--- config.mk ---
export PLATFORM = sky130hd
export DESIGN_NAME = mp_phase_sequencer_flat
export DESIGN_NICKNAME = d
export VERILOG_FILES = /design/src/rtl/mp_phase_sequencer_if.sv /design/src/rtl/mp_phase_sequencer.sv /design/src/flat_wrapper.sv
export SDC_FILE = /design/constraint.sdc
export NUM_CORES = 1
export LEC_CHECK = 0
export CORE_UTILIZATION = 50
export CTS_CLUSTER_SIZE = 40
export DETAILED_ROUTE_END_ITERATION = 8
export PLACE_DENSITY_LB_ADDON = 0.12
export SLEW_MARGIN = 15
export SYNTH_ARGS = -nofsm -noshare
export SYNTH_HDL_FRONTEND = slang
export SYNTH_SLANG_ARGS = --single-unit
--- constraint.sdc ---
create_clock -name clk -period 2.58 [get_ports clk]
set_input_delay 0.645 -clock clk [delete_from_list [all_inputs] [get_ports clk]]
set_output_delay 0.645 -clock clk [all_outputs]
set_load 0.005 [all_outputs]
--- src/rtl/mp_phase_sequencer_if.sv ---
// Control bus between the phase sequencer and the matrix processor datapath.
// The master side is the sequencer; the slave side is the datapath/controller.
interface mp_phase_sequencer_if #(
    parameter int unsigned OP_W = 6
);
    logic            run;
    logic [OP_W-1:0] op;
    logic            mem_ready;
    logic            flag_eq;
    logic            flag_gt;
    logic            flag_ls;
    logic            ir_load;
    logic            pc_inc;
    logic            pc_load;
    logic            mem_rd;
    logic            mem_wr;
    logic            au_start;
    logic            reg_wr;
    logic            flag_wr;
    logic [2:0]      phase;
    logic            busy;
    logic            illegal;
    logic            timeout;

    modport master (
        input  run, op, mem_ready, flag_eq, flag_gt, flag_ls,
        output ir_load, pc_inc, pc_load, mem_rd, mem_wr, au_start,
               reg_wr, flag_wr, phase, busy, illegal, timeout
    );

    modport slave (
        output run, op, mem_ready, flag_eq, flag_gt, flag_ls,
        input  ir_load, pc_inc, pc_load, mem_rd, mem_wr, au_start,
               reg_wr, flag_wr, phase, busy, illegal, timeout
    );
endinterface

--- src/rtl/mp_phase_sequencer.sv ---
// Multicycle phase sequencer: steps each instruction through
// FETCH/DECODE/EXEC/MEM/WB and issues one-cycle datapath strobes.
// Traps (until reset) on illegal opcodes or memory timeouts.
module mp_phase_sequencer #(
    parameter int unsigned OP_W        = 6,
    parameter int unsigned MMUL_CYCLES = 4,
    parameter int unsigned MEM_TIMEOUT = 15
) (
    input  logic                 clk,
    input  logic                 rst,
    mp_phase_sequencer_if.master bus
);
    localparam int unsigned ECW = $clog2(MMUL_CYCLES + 1);
    localparam int unsigned WCW = $clog2(MEM_TIMEOUT + 1);

    localparam logic [OP_W-1:0] OP_MLD    = OP_W'(6'b000000);
    localparam logic [OP_W-1:0] OP_MSTR   = OP_W'(6'b000001);
    localparam logic [OP_W-1:0] OP_MADD   = OP_W'(6'b001000);
    localparam logic [OP_W-1:0] OP_MSUB   = OP_W'(6'b001001);
    localparam logic [OP_W-1:0] OP_MMUL   = OP_W'(6'b001100);
    localparam logic [OP_W-1:0] OP_SMUL   = OP_W'(6'b001101);
    localparam logic [OP_W-1:0] OP_MCMP   = OP_W'(6'b011000);
    localparam logic [OP_W-1:0] OP_ICMP   = OP_W'(6'b011001);
    localparam logic [OP_W-1:0] OP_JMP    = OP_W'(6'b011100);
    localparam logic [OP_W-1:0] OP_JEQ    = OP_W'(6'b011101);
    localparam logic [OP_W-1:0] OP_JGT    = OP_W'(6'b011110);
    localparam logic [OP_W-1:0] OP_JLS    = OP_W'(6'b011111);
    localparam logic [OP_W-1:0] OP_ZERO   = OP_W'(6'b100100);
    localparam logic [OP_W-1:0] OP_INT_LO = OP_W'(6'b010000);
    localparam logic [OP_W-1:0] OP_INT_HI = OP_W'(6'b010111);

    typedef enum logic [2:0] {
        IDLE   = 3'd0,
        FETCH  = 3'd1,
        DECODE = 3'd2,
        EXEC   = 3'd3,
        MEM    = 3'd4,
        WB     = 3'd5,
        TRAP   = 3'd6
    } state_t;

    state_t          state;
    logic [ECW-1:0]  exec_cnt;
    logic [WCW-1:0]  wait_cnt;
    logic [OP_W-1:0] op_q;
    logic            illegal_q;
    logic            timeout_q;

    logic is_mld, is_mstr, is_mul, is_cmp, is_jump, taken, exec_last, wait_expired;

    function automatic logic is_legal(input logic [OP_W-1:0] o);
        case (o)
            OP_MLD, OP_MSTR, OP_MADD, OP_MSUB, OP_MMUL, OP_SMUL,
            OP_MCMP, OP_ICMP, OP_JMP, OP_JEQ, OP_JGT, OP_JLS, OP_ZERO:
                return 1'b1;
            default:
                return (o >= OP_INT_LO) && (o <= OP_INT_HI);
        endcase
    endfunction

    // Opcode class decode from the latched opcode, plus counter end conditions.
    always_comb begin
        is_mld       = (op_q == OP_MLD);
        is_mstr      = (op_q == OP_MSTR);
        is_mul       = (op_q == OP_MMUL) || (op_q == OP_SMUL);
        is_cmp       = (op_q == OP_MCMP) || (op_q == OP_ICMP);
        is_jump      = (op_q == OP_JMP) || (op_q == OP_JEQ) ||
                       (op_q == OP_JGT) || (op_q == OP_JLS);
        taken        = (op_q == OP_JMP) ||
                       ((op_q == OP_JEQ) && bus.flag_eq) ||
                       ((op_q == OP_JGT) && bus.flag_gt) ||
                       ((op_q == OP_JLS) && bus.flag_ls);
        exec_last    = is_mul ? (exec_cnt == ECW'(MMUL_CYCLES - 1)) : 1'b1;
        wait_expired = (wait_cnt == WCW'(MEM_TIMEOUT - 1));
    end

    // Phase state machine, counters, opcode latch and sticky trap causes.
    always_ff @(posedge clk) begin
        if (rst) begin
            state     <= IDLE;
            exec_cnt  <= '0;
            wait_cnt  <= '0;
            op_q      <= '0;
            illegal_q <= 1'b0;
            timeout_q <= 1'b0;
        end else begin
            case (state)
                IDLE: begin
                    if (bus.run) begin
                        state    <= FETCH;
                        wait_cnt <= '0;
                    end
                end
                FETCH: begin
                    if (bus.mem_ready) begin
                        state <= DECODE;
                    end else if (wait_expired) begin
                        state     <= TRAP;
                        timeout_q <= 1'b1;
                    end else begin
                        wait_cnt <= wait_cnt + WCW'(1);
                    end
                end
                DECODE: begin
                    op_q     <= bus.op;
                    exec_cnt <= '0;
                    if (is_legal(bus.op)) begin
                        state <= EXEC;
                    end else begin
                        state     <= TRAP;
                        illegal_q <= 1'b1;
                    end
                end
                EXEC: begin
                    if (!exec_last) begin
                        exec_cnt <= exec_cnt + ECW'(1);
                    end else if (is_mld || is_mstr) begin
                        state    <= MEM;
                        wait_cnt <= '0;
                    end else if (is_cmp || is_jump) begin
                        state    <= bus.run ? FETCH : IDLE;
                        wait_cnt <= '0;
                    end else begin
                        state <= WB;
                    end
                end
                MEM: begin
                    if (bus.mem_ready) begin
                        if (is_mld) begin
                            state <= WB;
                        end else begin
                            state    <= bus.run ? FETCH : IDLE;
                            wait_cnt <= '0;
                        end
                    end else if (wait_expired) begin
                        state     <= TRAP;
                        timeout_q <= 1'b1;
                    end else begin
                        wait_cnt <= wait_cnt + WCW'(1);
                    end
                end
                WB: begin
                    state    <= bus.run ? FETCH : IDLE;
                    wait_cnt <= '0;
                end
                TRAP: begin
                    state <= TRAP;
                end
                default: begin
                    state <= IDLE;
                end
            endcase
        end
    end

    // Strobes and status derived from the current phase; mem_ready only
    // matters in FETCH and MEM, and trap causes are visible from TRAP on.
    always_comb begin
        bus.ir_load  = 1'b0;
        bus.pc_inc   = 1'b0;
        bus.pc_load  = 1'b0;
        bus.mem_rd   = 1'b0;
        bus.mem_wr   = 1'b0;
        bus.au_start = 1'b0;
        bus.reg_wr   = 1'b0;
        bus.flag_wr  = 1'b0;
        bus.phase    = state;
        bus.busy     = (state == FETCH) || (state == DECODE) || (state == EXEC) ||
                       (state == MEM)   || (state == WB);
        bus.illegal  = illegal_q;
        bus.timeout  = timeout_q;
        case (state)
            FETCH: begin
                bus.mem_rd  = 1'b1;
                bus.ir_load = bus.mem_ready;
            end
            EXEC: begin
                bus.au_start = (exec_cnt == '0);
                if (exec_last) begin
                    if (is_cmp) begin
                        bus.flag_wr = 1'b1;
                        bus.pc_inc  = 1'b1;
                    end else if (is_jump) begin
                        bus.pc_load = taken;
                        bus.pc_inc  = !taken;
                    end
                end
            end
            MEM: begin
                bus.mem_rd = is_mld;
                bus.mem_wr = is_mstr;
                bus.pc_inc = is_mstr && bus.mem_ready;
            end
            WB: begin
                bus.reg_wr = 1'b1;
                bus.pc_inc = 1'b1;
            end
            default: begin
            end
        endcase
    end
endmodule
--- src/flat_wrapper.sv ---
// flat-port wrapper written by rule: the top's interface ports become plain ports
module mp_phase_sequencer_flat 
#(
    parameter int unsigned OP_W        = 6,
    parameter int unsigned MMUL_CYCLES = 4,
    parameter int unsigned MEM_TIMEOUT = 15
)
  (clk, rst, bus_run, bus_op, bus_mem_ready, bus_flag_eq, bus_flag_gt, bus_flag_ls, bus_ir_load, bus_pc_inc, bus_pc_load, bus_mem_rd, bus_mem_wr, bus_au_start, bus_reg_wr, bus_flag_wr, bus_phase, bus_busy, bus_illegal, bus_timeout);
  mp_phase_sequencer_if #(.OP_W(OP_W)) bus_i ();
  input  logic clk;
  input  logic rst;
  input wire logic [$bits(bus_i.run)-1:0] bus_run;
  input wire logic [$bits(bus_i.op)-1:0] bus_op;
  input wire logic [$bits(bus_i.mem_ready)-1:0] bus_mem_ready;
  input wire logic [$bits(bus_i.flag_eq)-1:0] bus_flag_eq;
  input wire logic [$bits(bus_i.flag_gt)-1:0] bus_flag_gt;
  input wire logic [$bits(bus_i.flag_ls)-1:0] bus_flag_ls;
  output wire logic [$bits(bus_i.ir_load)-1:0] bus_ir_load;
  output wire logic [$bits(bus_i.pc_inc)-1:0] bus_pc_inc;
  output wire logic [$bits(bus_i.pc_load)-1:0] bus_pc_load;
  output wire logic [$bits(bus_i.mem_rd)-1:0] bus_mem_rd;
  output wire logic [$bits(bus_i.mem_wr)-1:0] bus_mem_wr;
  output wire logic [$bits(bus_i.au_start)-1:0] bus_au_start;
  output wire logic [$bits(bus_i.reg_wr)-1:0] bus_reg_wr;
  output wire logic [$bits(bus_i.flag_wr)-1:0] bus_flag_wr;
  output wire logic [$bits(bus_i.phase)-1:0] bus_phase;
  output wire logic [$bits(bus_i.busy)-1:0] bus_busy;
  output wire logic [$bits(bus_i.illegal)-1:0] bus_illegal;
  output wire logic [$bits(bus_i.timeout)-1:0] bus_timeout;
  assign bus_i.run = bus_run;
  assign bus_i.op = bus_op;
  assign bus_i.mem_ready = bus_mem_ready;
  assign bus_i.flag_eq = bus_flag_eq;
  assign bus_i.flag_gt = bus_flag_gt;
  assign bus_i.flag_ls = bus_flag_ls;
  assign bus_ir_load = bus_i.ir_load;
  assign bus_pc_inc = bus_i.pc_inc;
  assign bus_pc_load = bus_i.pc_load;
  assign bus_mem_rd = bus_i.mem_rd;
  assign bus_mem_wr = bus_i.mem_wr;
  assign bus_au_start = bus_i.au_start;
  assign bus_reg_wr = bus_i.reg_wr;
  assign bus_flag_wr = bus_i.flag_wr;
  assign bus_phase = bus_i.phase;
  assign bus_busy = bus_i.busy;
  assign bus_illegal = bus_i.illegal;
  assign bus_timeout = bus_i.timeout;
  mp_phase_sequencer #(.OP_W(OP_W), .MMUL_CYCLES(MMUL_CYCLES), .MEM_TIMEOUT(MEM_TIMEOUT)) u_core (.clk(clk), .rst(rst), .bus(bus_i));
endmodule
==> summary.md <==
| Metric | Value |
|---|---|
| Yosys cell types | `45` |
| DP HPWL | `2.47 mm` |
| Initial Util | `55.2%` |
| Max-Cap Viols | `0` |
| Clk_lat worst skew | `about 0.30 ns` |
| Critical path peak fanout | `3` |
| CTS H-tree depth | `1` |
| Leakage power | `between 0.6 and 0.7 nW` |
| Final Max Tran Viols | `0` |
| Post-place setup slack | `-0.137 ns` |
| Total track usage | `27.1%` |
| Crit Path Class | `register to output pin` |
| Setup ws final | `0.0599 ns` |
| Synth top area cells | `dfxtp_1, a21oi_1, nand2_1` |
| Unrepaired setup endpoints after global routing | `false` |
| Share of layout cells above drive strength 1 | `between 20% and 30%` |
| Final Cycle Share | `97.7%` |
| Post-synth ARST share | `0%` |
| DRC | `0` |
| Worst vdd ir | `467 µV` |
| Hold buffers post-CTS | `0` |
| Via count | `1444` |
| Worst Hold Class | `register to register` |
| CTS tree | `done` |
| WL/cell | `14.0 µm` |
| Gr ovfl total | `0` |
| Placement Cell Area | `1640 µm²` |
| Synth Register Bits | `18` |
| Ys flop type | `dfxtp_1` |
| Nets | `231` |
| Largest net degree at the start of global routing | `22` |
| Number of enable flip-flop cells after synthesis | `0` |
| Met1 usage | `33.9%` |
| Area of the die | `2770 µm²` |
| Status | `finished, final reports clean` |
| Post-Synthesis Cells | `173` |
| Reg clk slew, reported paths | `0.11 ns` |
| Sequential cell area | `363 µm²` |
| First-pass GRT wire length | `5.49 mm` |
| PortBufs | `26` |
| Grt met2 use | `a little under half` |
| Clk buf depth | `2` |
| Root Driver | `clkbuf_4` |
| Routed Antenna Nets | `0` |
| Initial antenna violation count | `0` |
| Post-Route WL | `3.36 mm` |
| Leading area contributor after synthesis | `dfxtp_1` |
| Share of the synthesized area in the top cell type | `28.2%` |
| Most frequent cells in the layout | `nand2_1, clkdlybuf4s50_1, nor2_1` |
| Syn Area/Cell | `7.40 µm²` |
| Routed vias/inst | `between 6 and 7` |
| Final core utilization | `roughly 75%` |
| Met3 Usage GRT | `4.64%` |
| CP Capture Type | `output pin` |
| Overall Power | `0.902 mW` |
| Rows | `17` |
| CTS sink cnt | `18` |
| Netlist Area Pre-Place | `~1300 µm²` |
| N_diodes | `0` |
| Leading cell type in the layout, fill and taps excluded | `nand2_1` |
| I/O pin count | `27` |
| Final instance area | `1750 µm²` |
| Die W | `52.6 µm` |
| Busiest layer in global routing | `met2` |
| Final Critical Period | `2.52 ns` |
| Syn_nets | `191` |
| Crit start category | `register` |
| Vias in the first global route | `1316` |
| Fillers | `172` |
| Die H | `52.6 µm` |
| Achievable Freq | `397 MHz` |
| Final hold violations | `0` |
| Slew HR | `~76%` |
| Syn-to-layout area delta | `36.4%` |
| Multi-input gate area | `around 910 µm²` |
| Critical Path RT | `1.93 ns` |
| Hold Slack | `0.487 ns` |
| Syn. warnings | `0` |
| CTS buffer count | `3` |
| Area of the core | `2320 µm²` |
| Placer Congestion | `0.941` |
| Initial DRC Count | `77` |
| Seq/Total Area, Yosys | `roughly 28%` |
| Crit path DAT | `1.88 ns` |
| Worst slew pin tran | `between 0.3 and 0.4 ns` |
| Final setup violation count | `0` |
| Skew final | `0.00204 ns` |
| First-pass iteration count of the detailed router | `5` |
| Power per cell area | `517 nW/µm²` |
Yosys cell counts, drive strengths merged (2+ instances only):
cell	count
clkbuf	5
or3b	2
or2b	3
and2	3
nor2	22
o21ai	8
nand2b	5
a21oi	19
o211ai	2
or2	2
o221ai	2
buf	2
nand3	3
inv	6
or4	2
a31oi	5
ha	5
a211oi	2
nor3	6
o32a	2
nand2	24
nor4	3
a31o	3
nor2b	3
dfxtp	18
and3	3
cell families (layout without fill, tap and decap cells):
group                      Yosys count  in the layout  synth area share (%)
adders and majority gates            5              5                  4.89
buffers and inverters               13             52                  5.47
AOI/OAI and AO/OA                   50             50                  25.5
and+or+nand+nor                     86             86                  35.2
muxes                                1              1                 0.782
DFF                                 18             18                  28.2
area by class of cell:
| type | count | share of cell area, % |
|---|---|---|
| Timing Repair Buffer | 42 | 21.7 |
| Tap cell | 28 | 2.01 |
| Sequential cell | 18 | 20.8 |
| Clock buffer | 4 | 2.08 |
| Inverter | 6 | 1.29 |
| Multi-Input combinational cell | 142 | 52.1 |
worst max-delay path: stages, from the launching register on:
cell             delay, ns
dfxtp_2               0.33
or3_4                 0.42
or4_4                 0.45
a21oi_1               0.15
clkdlybuf4s15_1       0.22
power by group:
part	internal (mW)	switching [mW]	leakage, nW
Combinational	0.200	0.207	0.509
Sequential	0.300	0.0165	0.147
Clock	0.0861	0.0934	0.0210
Total	0.585	0.317	0.676
registers in the layout (all words and copies together), names as in the netlist:
signal	flops
u_core.op_q	6
u_core.wait_cnt	4
u_core.bus.phase	3
u_core.bus.timeout	1
u_core.exec_cnt	3
u_core.bus.illegal	1
per-layer routing:
layer | part of all wire [%] | wire length, µm | up-vias
li1 | - | - | 700
met1 | 42 | 1420 | 674
met2 | 49 | 1640 | 66
met3 | 7.9 | 264 | 4
met4 | 0.98 | 33 | 0
met5 | 0 | 0 | -
metrics by stage:
step / std cells / TNS [ns]
5_1_grt: 240 / 0
6_report: 240 / 0
2_1_floorplan: 173 / 0
3_5_place_dp: 235 / -0.293
3_3_place_gp: 235 / -0.175
4_1_cts: 240 / 0
worst paths after layout:
kind / cells past startpoint / end / slack, ns / start
worst max-delay path: 4 / bus_mem_rd / 0.06 / u_core.op_q[3]
worst min-delay path: 2 / u_core.exec_cnt[0] / 0.49 / u_core.exec_cnt[0]
worst max register to register: 7 / u_core.wait_cnt[1] / 0.60 / u_core.exec_cnt[0]
worst min register to register: 2 / u_core.exec_cnt[0] / 0.49 / u_core.exec_cnt[0]
repair_timing:
action / 4_1_cts / 5_1_grt
endpoints found under the setup margin: 6 / 3
gates resized for setup: 17 / 4
pin swaps: 4 / 0
cloned: 0 / 0
buffers inserted: 1 / 0
Note: power is estimated with default switching activity, not from simulation.
